<file path="src/rtl/frame_aligner_gen_if.sv">
// Rx word stream into the frame aligner and the aligner's status back out.
// master drives rx words and reads status; slave is the aligner itself.
interface frame_aligner_gen_if #(
  parameter int DATA_W = 8,
  parameter int POS_W  = 4
);
  logic              rx_valid;
  logic [DATA_W-1:0] rx_data;
  logic [POS_W-1:0]  fr_byte_position;
  logic              frame_detect;
  logic              hdr_type;
  logic [1:0]        sync_state;
  logic              frame_err;

  modport master (
    output rx_valid, rx_data,
    input  fr_byte_position, frame_detect,
    input  hdr_type, sync_state, frame_err
  );

  modport slave (
    input  rx_valid, rx_data,
    output fr_byte_position, frame_detect,
    output hdr_type, sync_state, frame_err
  );
endinterface

</file>
<file path="src/rtl/frame_aligner_gen.sv">
// Frame aligner: hunts for header A/B, tracks word position in the frame,
// locks after SYNC_CNT good headers and unlocks after LOSS_CNT bad ones.
module frame_aligner_gen #(
  parameter int DATA_W    = 8,
  parameter int HDR_WORDS = 2,
  parameter logic [HDR_WORDS*DATA_W-1:0] HDR_A = 16'hAFAA,
  parameter logic [HDR_WORDS*DATA_W-1:0] HDR_B = 16'hBA55,
  parameter int FRAME_LEN = 12,
  parameter int SYNC_CNT  = 3,
  parameter int LOSS_CNT  = 4,
  parameter int POS_W     = $clog2(FRAME_LEN)
) (
  input  logic clk,
  input  logic reset,
  frame_aligner_gen_if.slave bus
);
  localparam int HDR_W = HDR_WORDS * DATA_W;
  localparam int GW    = $clog2(SYNC_CNT + 1);
  localparam int BW    = $clog2(LOSS_CNT + 1);

  typedef enum logic [1:0] {
    SEARCH = 2'd0,
    VERIFY = 2'd1,
    LOCKED = 2'd2
  } state_t;

  state_t            state;
  logic [HDR_W-1:0]  window;
  logic [GW-1:0]     good_cnt;
  logic [BW-1:0]     bad_cnt;
  logic [POS_W-1:0]  pos;
  logic              det_q;
  logic              hdr_q;
  logic              err_q;

  logic [HDR_W+DATA_W-1:0] cat;
  logic [HDR_W-1:0]        win_nxt;
  logic [POS_W-1:0]        pos_inc;
  logic                    match_a;
  logic                    match_b;
  logic                    match;
  logic                    chk_pt;

  assign cat     = {window, bus.rx_data};
  assign win_nxt = cat[HDR_W-1:0];
  assign match_a = (win_nxt == HDR_A);
  assign match_b = (win_nxt == HDR_B);
  assign match   = match_a | match_b;
  assign pos_inc = (pos == POS_W'(FRAME_LEN - 1))
                 ? '0 : pos + 1'b1;
  // Once aligned, only the last header word of each frame is judged.
  assign chk_pt  = (pos_inc == POS_W'(HDR_WORDS - 1));

  always_ff @(posedge clk or negedge reset) begin
    if (!reset) begin
      state    <= SEARCH;
      window   <= '0;
      good_cnt <= '0;
      bad_cnt  <= '0;
      pos      <= '0;
      det_q    <= 1'b0;
      hdr_q    <= 1'b0;
      err_q    <= 1'b0;
    end else begin
      err_q <= 1'b0;
      if (bus.rx_valid) begin
        window <= win_nxt;
        unique case (state)
          SEARCH: begin
            if (match) begin
              good_cnt <= GW'(1);
              hdr_q    <= ~match_a;
              pos      <= POS_W'(HDR_WORDS - 1);
              if (SYNC_CNT == 1) begin
                state <= LOCKED;
                det_q <= 1'b1;
              end else begin
                state <= VERIFY;
              end
            end else begin
              pos <= '0;
            end
          end
          VERIFY: begin
            pos <= pos_inc;
            if (chk_pt) begin
              if (match) begin
                good_cnt <= good_cnt + 1'b1;
                hdr_q    <= ~match_a;
                if (good_cnt == GW'(SYNC_CNT - 1)) begin
                  state <= LOCKED;
                  det_q <= 1'b1;
                end
              end else begin
                state    <= SEARCH;
                good_cnt <= '0;
                pos      <= '0;
              end
            end
          end
          LOCKED: begin
            pos <= pos_inc;
            if (chk_pt) begin
              if (match) begin
                bad_cnt <= '0;
                hdr_q   <= ~match_a;
              end else begin
                err_q <= 1'b1;
                if (bad_cnt == BW'(LOSS_CNT - 1)) begin
                  state    <= SEARCH;
                  det_q    <= 1'b0;
                  good_cnt <= '0;
                  bad_cnt  <= '0;
                  pos      <= '0;
                end else begin
                  bad_cnt <= bad_cnt + 1'b1;
                end
              end
            end
          end
          default: state <= SEARCH;
        endcase
      end
    end
  end

  assign bus.fr_byte_position = pos;
  assign bus.frame_detect     = det_q;
  assign bus.hdr_type         = hdr_q;
  assign bus.sync_state       = state;
  assign bus.frame_err        = err_q;
endmodule

</file>
<file path="src/flat_wrapper.sv">
// flat-port wrapper written by rule: the top's interface ports become plain ports
module frame_aligner_gen_flat 
#(
  parameter int DATA_W    = 8,
  parameter int HDR_WORDS = 2,
  parameter logic [HDR_WORDS*DATA_W-1:0] HDR_A = 16'hAFAA,
  parameter logic [HDR_WORDS*DATA_W-1:0] HDR_B = 16'hBA55,
  parameter int FRAME_LEN = 12,
  parameter int SYNC_CNT  = 3,
  parameter int LOSS_CNT  = 4,
  parameter int POS_W     = $clog2(FRAME_LEN)
)
  (clk, reset, bus_rx_valid, bus_rx_data, bus_fr_byte_position, bus_frame_detect, bus_hdr_type, bus_sync_state, bus_frame_err);
  frame_aligner_gen_if #(.DATA_W(DATA_W), .POS_W(POS_W)) bus_i ();
  input  logic clk;
  input  logic reset;
  input wire logic [$bits(bus_i.rx_valid)-1:0] bus_rx_valid;
  input wire logic [$bits(bus_i.rx_data)-1:0] bus_rx_data;
  output wire logic [$bits(bus_i.fr_byte_position)-1:0] bus_fr_byte_position;
  output wire logic [$bits(bus_i.frame_detect)-1:0] bus_frame_detect;
  output wire logic [$bits(bus_i.hdr_type)-1:0] bus_hdr_type;
  output wire logic [$bits(bus_i.sync_state)-1:0] bus_sync_state;
  output wire logic [$bits(bus_i.frame_err)-1:0] bus_frame_err;
  assign bus_i.rx_valid = bus_rx_valid;
  assign bus_i.rx_data = bus_rx_data;
  assign bus_fr_byte_position = bus_i.fr_byte_position;
  assign bus_frame_detect = bus_i.frame_detect;
  assign bus_hdr_type = bus_i.hdr_type;
  assign bus_sync_state = bus_i.sync_state;
  assign bus_frame_err = bus_i.frame_err;
  frame_aligner_gen #(.DATA_W(DATA_W), .HDR_WORDS(HDR_WORDS), .HDR_A(HDR_A), .HDR_B(HDR_B), .FRAME_LEN(FRAME_LEN), .SYNC_CNT(SYNC_CNT), .LOSS_CNT(LOSS_CNT), .POS_W(POS_W)) u_core (.clk(clk), .reset(reset), .bus(bus_i));
endmodule
</file>
<file path="config.mk">
export PLATFORM = sky130hd
export DESIGN_NAME = frame_aligner_gen_flat
export DESIGN_NICKNAME = d
export VERILOG_FILES = /design/src/rtl/frame_aligner_gen_if.sv /design/src/rtl/frame_aligner_gen.sv /design/src/flat_wrapper.sv
export SDC_FILE = /design/constraint.sdc
export NUM_CORES = 1
export LEC_CHECK = 0
export BUFFER_PORTS_ARGS = -buffer_cell sky130_fd_sc_hd__buf_2
export CORE_MARGIN = 4
export CORE_UTILIZATION = 34
export CTS_CLUSTER_DIAMETER = 80
export DETAILED_ROUTE_END_ITERATION = 10
export PLACE_DENSITY = 0.54
export SYNTH_ARGS = -nofsm -noshare
export SYNTH_HDL_FRONTEND = slang
export SYNTH_SLANG_ARGS = --single-unit
</file>
<file path="constraint.sdc">
create_clock -name clk -period 4.6 [get_ports clk]
set_input_delay 0.23 -clock clk [delete_from_list [all_inputs] [get_ports clk]]
set_output_delay 0.23 -clock clk [all_outputs]
set_load 0.05 [all_outputs]
</file>
==> results.toml, run 1 <==
[setup_path]
cp.buffers_inverters = 0
worst-r2r-cell-count = 6
critPathSlowestCell = "o32ai_1"
regToRegSetupSlack_ns = 1.91
cp_max_fo = 8
end_kind = "flop"
r2r-end = "u_core.good_cnt[1]"
cp.arrival_ns = 2.84
path_class = "flop to flop"
cpPeakStageDelay_ns = 0.78
r2r_start = "u_core.bus.fr_byte_position[0]"
cp-start-kind = "flop"
startpoint = "u_core.bus.fr_byte_position[0]"
crit_family = "compound AO/OA/AOI/OAI gates"
crit_required_ns = 4.75
path_cells = "ha_1, xor2_1, o32ai_1, o21ai_0, a2111oi_4, mux2_1"

[sta]
final_max_slew_viol_count = 0
setup_violations = 0
tightest_slew_ns = 0.945
max-slew-margin-rel_pct = 36.8
fmax_mhz = 372
min_period_ns = 2.69
whs_ns = 0.224
finalHoldViolCount = 0
fin_crit_sh_pct = 58.5
final.setup.worst_slack_ns = 1.91
fin_worst_skew_ns = 0.00398
rsz0062_at_grt = "no"
finalSetupTns_ns = 0

[grt]
antenna_found_initial = 0
grt_overflow = 0
grt_pass1_wl_mm = 4.51
grt_pass1_vias = 1009
track_usage_pct = 11.1
grt_max_degree = 23

[route]
drc = 0
wire_per_inst_um = 13.4
ant_nets = 0
num_vias = 1019
wirelength_mm = 2.60
via_per_inst = 5.25
drtIter0Drc = 33
drtPass1Iterations = 4

[yosys]
synth-seq-cells = 22
synthFlopType = "dfrtp_1"
synth_top_cell_by_area = "dfrtp_1"
syn_area_mm2 = 0.00132
yosysSeqAreaShare_pct = 41.6
synth_top_area_share_pct = 41.6
yosys.cell_types.count = 39
synth.net_count = 144
netlist_instances = 125
yosys_warnings = 0
synthTopCellsByArea = "dfrtp_1 42%, mux2_2 7.7%, ha_1 7.6%"
syn_avg_cell_area_um2 = 10.6
synthArstFlopShare_pct = 100
synth_edf_count = 0

[layout]
final_nets = 166
antennaDiodeCount = 0
syn_to_final_growth_pct = 16.9
fillers = 382
drive_gt1_share_pct = 26.0
multiInputGateArea_um2 = 722
regArea_um2 = 551
stdcell_area_mm2 = 0.00155

[worst_hold_path]
min_from = "bus_rx_data[7]"
min_delay_worst_endpoint = "u_core.window[7]"
hp-class = "input port to flop"
hold_depth = 2

[power]
cell_internal_pwr_w = 0.000394
p_comb_share_pct = 29.3
power.share.switching_pct = 31.8
power_frac_clock_pct = 31.0
power.switching_w = 0.000184
pwr-share-seq_pct = 39.7
power_leakage_nw = 0.700
ir_worst_vdd_uv = 108
powerDensity_mw_per_mm2 = 373
finalPower_w = 0.000577

[place]
dp_slack_ns = 1.94
numPortBuffers = 19
place.gp.congestion = 0.793
dp_hpwl_mm = 2.04
placed_cell_area_mm2 = 0.00147

[floorplan]
fp-row-count = 22
die_area_mm2 = 0.00495
fp.dieH_um = 70.4
start_util_pct = 35.6
core-area_mm2 = 0.00372
io_pins = 20
fp.dieW_um = 70.4

[outcome]
status = "complete, no violations"

[clocking]
root_buffer = "clkbuf_8"
cts-htree-levels = 1
clock_latency_ns = 0.26
cts_sinks = 22
clockBufferDepth = 2
cts_setup_buffers = 0
cts_tree = "built"
clkTransAtPathRegs_ns = 0.08
cts_buffers = 3

[flow_run]
cap_violations = 0
-- through the flow --
stage / util (%) / instances
floorplan: - / 125
global placement: 39.4 / 189
detailed placement: 39.4 / 189
CTS: 41.6 / 194
global route: 41.6 / 194
finish: 41.6 / 194
-- logic make-up after synthesis --
group / after synthesis / share of synthesized area, %
adder cells (fa/ha/maj): 8 / 7.57
flip-flops: 22 / 41.6
AO/OA/AOI/OAI: 27 / 14.8
XOR/XNOR: 1 / 0.662
AND/OR/NAND/NOR: 41 / 20.6
multiplexers: 13 / 11.0
buffers and inverters: 13 / 3.78
-- worst max-delay path by stage --
stage | cells after the start | endpoint | slack, ns
final | 6 | u_core.good_cnt[1] | 1.91
after floorplan | 6 | u_core.good_cnt[0] | 1.96
after global routing | 6 | u_core.good_cnt[0] | 1.78
after detailed placement | 6 | u_core.good_cnt[0] | 1.94
after global placement | 6 | u_core.good_cnt[1] | 2.06
after CTS | 6 | u_core.good_cnt[0] | 1.94
-- registers in the layout, summed over array words and instances (netlist names) --
name,count
u_core.window,8
u_core.bus.hdr_type,1
u_core.bus.fr_byte_position,4
u_core.bus.frame_detect,1
u_core.good_cnt,2
u_core.bad_cnt,3
u_core.bus.frame_err,1
u_core.bus.sync_state,2
-- cell usage after synthesis (2+ instances only) --
cell       n
nor2_1     6
nor4_4     2
nand2b_1   3
nand4b_1   3
mux2_2     9
dfrtp_1   22
a21oi_1    3
inv_1     10
nor3b_1    2
nor3_1     4
a31oi_1    5
nand4_1    2
nand2_1   10
mux2_1     3
ha_1       8
o21ai_0    9
clkbuf_1   2
-- per-layer routing --
metal  track usage [%]  vias up  routed length, um
met5                 0        -                  0
met4              4.04        0                 38
met3              2.59        4                104
met2              18.2       23               1260
met1              14.3      492               1200
li1                  -      500                  -
-- area by class of cell --
cell class / instances / area share [%]
flip-flops and latches: 22 / 35.6
clock buffers: 3 / 2.67
repair buffers: 20 / 6.80
inverters: 10 / 2.43
clock inverters: 1 / 1.94
multi-input cells: 90 / 46.7
well taps: 48 / 3.88
-- what timing repair did --
action	4_1_cts	5_1_grt
endpoints found under the hold margin	22	0
gates resized for setup	0	0
hold buffers	1	0
endpoints found under the setup margin	0	0
-- cells in the final DEF, fill, tap and decap left out, types with 2 or more instances in the layout --
cell and instances:
a21oi_1 3, nor2_1 6, mux2_1 3, nand2b_1 3, o21ai_0 9, nand2_1 10
inv_1 10, nand4b_1 3, nor3b_1 2, dfrtp_1 22, a31oi_1 5, nand4_1 2
ha_1 8, clkbuf_8 3, buf_2 19, nor3_1 4, nor4_4 2, mux2_2 9
-- worst register-to-register path, cell delays in order (launching register included) --
cell and delay, ns:
dfrtp_1 0.42, ha_1 0.28, xor2_1 0.16, o32ai_1 0.78, o21ai_0 0.29, a2111oi_4 0.29
mux2_1 0.35
-- power groups by stage --
stage / logic (W) / clock network, W / registers, W
2_1_floorplan: 0.000103 / 0 / 0.000255
3_3_place_gp: 0.000167 / 0 / 0.000231
3_5_place_dp: 0.000170 / 0 / 0.000233
4_1_cts: 0.000171 / 0.000184 / 0.000229
5_1_grt: 0.000187 / 0.000193 / 0.000233
6_report: 0.000169 / 0.000179 / 0.000229
(Power assumes the default switching activity.)
==> run 2: changes to the inputs <==
- ABC_AREA: not set -> 1
- clock period: 4.6 -> 2.7 ns (I/O delays scaled with it)
==> run 2 against run 1 <==
  * Clock skew barely moved
  * Setup slack got worse by 0.91 ns
  * Via count is 38% higher
  * Largest cell class unchanged
  * Clock power grew 36%
  * Highest routed layer unchanged
  * Non-clock buffer count unchanged
  * Critical path depth increased by 6
  * Hold slack worse by 0.13 ns
==> results.toml, run 2 <==
[flow_run]
cap_violations = 0

[place]
dpl.cell_count = 286
place.gp.congestion = 0.871
dp_hpwl_mm = 2.65
numPortBuffers = 19

[sta]
finalSetupTns_ns = 0
rsz0062_at_grt = "no"
final_max_slew_viol_count = 0
max-slew-margin-rel_pct = 66.5
finalHoldViolCount = 0
min_period_ns = 1.70
setup_violations = 0
fmax_mhz = 587
fin_worst_skew_ns = 0.00426
fin_crit_sh_pct = 63.1
tightest_slew_ns = 0.502

[yosys]
synth_mux_area_share_pct = 0
synth_top_area_share_pct = 35.7
synth-seq-cells = 22
yosysSeqAreaShare_pct = 35.7
synth_top_cell_by_area = "dfrtp_1"
synthXorXnorAreaFrac_pct = 0
synth.net_count = 235
yosys_warnings = 0
yosysMostFrequentCell = "nand2_1"
synthFlopType = "dfrtp_1"
synthTopCellsByArea = "dfrtp_1 36%, nand2_1 15%, inv_1 7.1%"
syn_avg_cell_area_um2 = 7.14
synthTopCellsByCount = "60 x nand2_1, 29 x inv_1, 24 x nor2_1"
synth_compound_area_share_pct = 8.69
synth_top_family_by_area = "simple AND/OR/NAND/NOR gates"
synth-simple-area-share_pct = 40.6
synthArstFlopShare_pct = 100
yosys.cell_types.count = 25
synth_edf_count = 0
netlist_instances = 216
synth_fa_ha_area_share_pct = 6.49
syn_area_mm2 = 0.00154

[clocking]
clock_latency_ns = 0.26
cts-htree-levels = 1
clkTransAtPathRegs_ns = 0.09
cts_sinks = 22
cts_tree = "built"
cts_buffers = 3
cts_setup_buffers = 0
clockBufferDepth = 2
root_buffer = "clkbuf_8"

[worst_hold_path]
hp-class = "input port to flop"

[route]
via_per_inst = 4.82
ant_nets = 0
drtIter0Drc = 42
wirelength_mm = 3.38
num_vias = 1404
wire_per_inst_um = 11.6
drc = 0
drtPass1Iterations = 4

[setup_path]
cp_max_fo = 6
path_class = "flop to flop"
critical_path.endpoint = "u_core.bus.frame_detect"
end_kind = "flop"
cp_common_cell = "nand2_1"
startpoint = "u_core.bus.fr_byte_position[0]"
r2r_start = "u_core.bus.fr_byte_position[0]"
worst-r2r-cell-count = 12
cp-start-kind = "flop"
path_cells = "ha_1, inv_1, nand2_1, nand3_2, nor2_4, inv_2, nand2_2, nand2_2, nor2_1, nand2_1, nand2_1, nand2_1"
critPathSlowestCell = "dfrtp_1"
cp.buffers_inverters = 2
crit_family = "simple AND/OR/NAND/NOR gates"
r2r-end = "u_core.bus.frame_detect"
cpPeakStageDelay_ns = 0.43
path_depth = 12
crit_required_ns = 2.86
cp.arrival_ns = 1.87
regToRegSetupSlack_ns = 1.0

[floorplan]
fp-row-count = 24
io_pins = 20
fp.dieW_um = 75.3
die_area_mm2 = 0.00568
start_util_pct = 35.2
fp.dieH_um = 75.3
core-area_mm2 = 0.00438

[power]
power_leakage_nw = 0.915
powerDensity_mw_per_mm2 = 573
power_frac_clock_pct = 24.0
cell_internal_pwr_w = 0.000605
ir_worst_vdd_uv = 279
pwr-share-seq_pct = 39.6
power.share.switching_pct = 40.1
p_comb_share_pct = 36.4
power.switching_w = 0.000405

[layout]
final_cells = 291
antennaDiodeCount = 0
final_cell_mix = "60 x nand2_1, 29 x inv_1, 24 x nor2_1"
largest_register_ffs = 8
top_register = "u_core.window"
syn_to_final_growth_pct = 14.4
final_nets = 259
drive_gt1_share_pct = 23.8
final_common_cell = "nand2_1"

[grt]
grt_pass1_wl_mm = 5.93
grt_pass1_vias = 1328
grt_max_degree = 23
antenna_found_initial = 0
grt_overflow = 0
track_usage_pct = 13.4

[outcome]
status = "complete, no violations"
run 2: final cells by class:
cell class | instances | area [um^2]
fill | 465 | 2620
inverter | 34 | 128
multi-input combinational | 159 | 860
sequential | 22 | 551
clock buffer | 4 | 55.1
timing repair buffer | 20 | 105
tap | 52 | 65.1
run 2: power by group through the flow:
stage | logic [W] | registers, W | clock network (W)
2_1_floorplan | 0.000220 | 0.000464 | 0
4_1_cts | 0.000370 | 0.000401 | 0.000253
3_5_place_dp | 0.000368 | 0.000407 | 0
5_1_grt | 0.000418 | 0.000406 | 0.000263
3_3_place_gp | 0.000369 | 0.000408 | 0
6_report | 0.000367 | 0.000400 | 0.000243
run 2: cell families (layout without fill, tap and decap cells):
group,Yosys count,in the layout
adders and majority gates,8,8
and+or+nand+nor,129,129
buffers and inverters,35,58
DFF,22,22
AOI/OAI and AO/OA,22,22
run 2: metal layers:
layer / vias to the layer above / track usage (%) / part of all wire, %
met1: 641 / 18.7 / 51
met2: 33 / 21.1 / 43
met4: 0 / 4.08 / 1.2
met3: 4 / 2.51 / 5.1
met5: - / 0 / 0
li1: 726 / - / -
run 2: repair_timing:
| action | in CTS | in global routing |
|---|---|---|
| resized for setup | 0 | 0 |
| hold buffers | 1 | 0 |
| endpoints found under the hold margin | 22 | 0 |
run 2: how the worst min path moves through the flow:
stage / end / startpoint / cells past startpoint
final: u_core.window[0] / bus_rx_data[0] / 3
after global routing: u_core.window[0] / bus_rx_data[0] / 3
after CTS: u_core.window[0] / bus_rx_data[0] / 3
after detailed placement: u_core.window[6] / reset / 1
after global placement: u_core.window[6] / reset / 1
after floorplan: u_core.bad_cnt[0] / reset / 0
run 2: stage by stage:
step           hold slack, ns  setup WS, ns  instance area (um^2)  total power, W  utilization [%]
4_1_cts                0.0912          1.01                  1760         0.00102             40.2
3_5_place_dp            0.141          1.03                  1700        0.000775             38.7
3_3_place_gp            0.143          1.06                  1700        0.000777             38.7
2_1_floorplan          -0.161         0.794                  1540        0.000685                -
5_1_grt                 0.106         0.808                  1760         0.00109             40.2
6_report               0.0931         0.996                  1760         0.00101             40.2
run 2: worst register-to-register path, stage by stage, from the launching register on:
cell and delay (ns):
dfrtp_1 0.43, ha_1 0.24, inv_1 0.05, nand2_1 0.09, nand3_2 0.10, nor2_4 0.17, inv_2 0.06, nand2_2 0.06
nand2_2 0.07, nor2_1 0.14, nand2_1 0.08, nand2_1 0.06, nand2_1 0.04
==> run 3: changes to the inputs <==
- clock period: 2.7 -> 1.8 ns (I/O delays scaled with it)
==> run 3 against run 2 <==
  * Cell count grew 0.34%
  * Global-route usage is essentially flat
  * Clock power grew 35%
  * Non-clock buffer count grew 1
  * Critical endpoint is now u_core.bus.sync_state[1]
  * Clock skew shrank 0.0024 ns
  * Setup slack lost 0.83 ns
  * Via count shrank 3.8%
  * Maximum frequency grew 4.4%
  * Utilization grew 0.11 points
  * Highest routed layer unchanged
  * Final area grew 0.28%
  * Largest power group unchanged
==> results.toml, run 3 (synthesized netlist as in run 2, its figures left out) <==
[place]
numPortBuffers = 19
place.gp.congestion = 0.800
dp_hpwl_mm = 2.70
placed_cell_area_mm2 = 0.00171

[setup_path]
crit_required_ns = 1.96
cp_max_fo = 6
regToRegSetupSlack_ns = 0.17
cp.arrival_ns = 1.79
cp-start-kind = "flop"
end_kind = "flop"
path_class = "flop to flop"

[floorplan]
core-area_mm2 = 0.00438
start_util_pct = 35.2
io_pins = 20
fp.dieW_um = 75.3
fp.dieH_um = 75.3
fp-row-count = 24
die_area_mm2 = 0.00568

[flow_run]
cap_violations = 0

[sta]
max-slew-margin-rel_pct = 66.5
final_max_slew_viol_count = 0
tightest_slew_ns = 0.502
setup_violations = 0
finalHoldViolCount = 0
fmax_mhz = 613
fin_worst_skew_ns = 0.00182
rsz0062_at_grt = "no"
finalSetupTns_ns = 0
min_period_ns = 1.63
fin_crit_sh_pct = 90.7

[route]
wirelength_mm = 3.39
num_vias = 1351
wire_per_inst_um = 11.6
drc = 0
ant_nets = 0
drtPass1Iterations = 4
via_per_inst = 4.63
drtIter0Drc = 78

[clocking]
clock_latency_ns = 0.26
clockBufferDepth = 2
cts_sinks = 22
cts-htree-levels = 1
clkTransAtPathRegs_ns = 0.09
root_buffer = "clkbuf_8"
cts_buffers = 3
cts_tree = "built"

[grt]
grt_pass1_wl_mm = 5.93
grt_max_degree = 23
track_usage_pct = 13.4
antenna_found_initial = 0
grt_pass1_vias = 1262
grt_overflow = 0

[layout]
multiInputGateArea_um2 = 865
final_cell_mix = "60 x nand2_1, 29 x inv_1, 23 x nor2_1"
stdcell_area_mm2 = 0.00177
final_nets = 260
drive_gt1_share_pct = 25.4
final_common_cell = "nand2_1"
syn_to_final_growth_pct = 14.7
antennaDiodeCount = 0
regArea_um2 = 553
largest_register_ffs = 8
top_register = "u_core.window"
fillers = 466

[power]
power_leakage_nw = 0.909
ir_worst_vdd_uv = 324
powerDensity_mw_per_mm2 = 841
finalPower_w = 0.00149

[outcome]
status = "complete, no violations"

[worst_hold_path]
hp-class = "input port to flop"
run 3: cell types whose count changed in the layout (fill, tap and decap cells not counted), sizes merged:
cell  before  now
buf       19   20
run 3: path summary, 6_finish.rpt:
check                                                  to                      startpoint  cells past startpoint
max in group asynchronous  u_core.bus.fr_byte_position[0]                           reset                      2
max reg2reg                      u_core.bus.sync_state[1]  u_core.bus.fr_byte_position[0]                     12
min in group asynchronous              u_core.good_cnt[0]                           reset                      2
min                                      u_core.window[0]                  bus_rx_data[0]                      3
min reg2reg                            u_core.good_cnt[1]              u_core.good_cnt[1]                      2
max                              u_core.bus.sync_state[1]  u_core.bus.fr_byte_position[0]                     12
run 3: area by class of cell:
type	count	share of cell area, %
multi-input combinational	159	48.9
tap	52	3.68
inverter	34	7.22
timing repair buffer	21	6.37
sequential	22	31.3
clock buffer	4	2.55
run 3: report_power, final:
| part | internal (W) | leakage [nW] | switching [W] | total (W) |
|---|---|---|---|---|
| clock | 0.000158 | 0.0228 | 0.000171 | 0.000329 |
| sequential | 0.000550 | 0.277 | 0.0000544 | 0.000604 |
| combinational | 0.000165 | 0.609 | 0.000388 | 0.000553 |
| total | 0.000872 | 0.909 | 0.000614 | 0.00149 |
run 3: timing repair:
| action | 4_1_cts | 5_1_grt |
|---|---|---|
| resized for setup | 0 | 2 |
| endpoints found under the hold margin | 22 | 0 |
| hold buffers | 1 | 0 |
| endpoints found under the setup margin | 0 | 3 |
| setup buffers | 0 | 0 |
run 3: through the flow:
stage | util [%] | std cells | setup slack [ns] | hold WS (ns)
4_1_cts | 40.2 | 292 | 0.151 | 0.0530
3_5_place_dp | 39.0 | 287 | 0.172 | 0.100
2_1_floorplan | - | 216 | 0.0687 | -0.206
5_1_grt | 40.3 | 292 | 0.00570 | 0.0579
3_3_place_gp | 39.0 | 287 | 0.176 | 0.0962
6_report | 40.3 | 292 | 0.167 | 0.0469
run 3: routing by layer:
layer | share of wire [%] | vias to the layer above | wire, um | GRT usage (%)
li1 | - | 726 | - | -
met1 | 51 | 607 | 1730 | 19.6
met2 | 45 | 16 | 1510 | 20.8
met3 | 3.4 | 2 | 115 | 1.98
met4 | 0.97 | 0 | 33 | 3.50
met5 | 0 | - | 0 | 0
run 3: worst max-delay path, cell delays in order, from the launching register on:
cell and delay [ns]:
dfrtp_2 0.41, ha_2 0.21, inv_1 0.04, nand2_1 0.09
nand3_2 0.10, nor2_4 0.17, inv_2 0.07, nand2_2 0.06
nand2_2 0.08, nor2_4 0.13, nand2_1 0.07, nand2_1 0.06
nand2_1 0.05
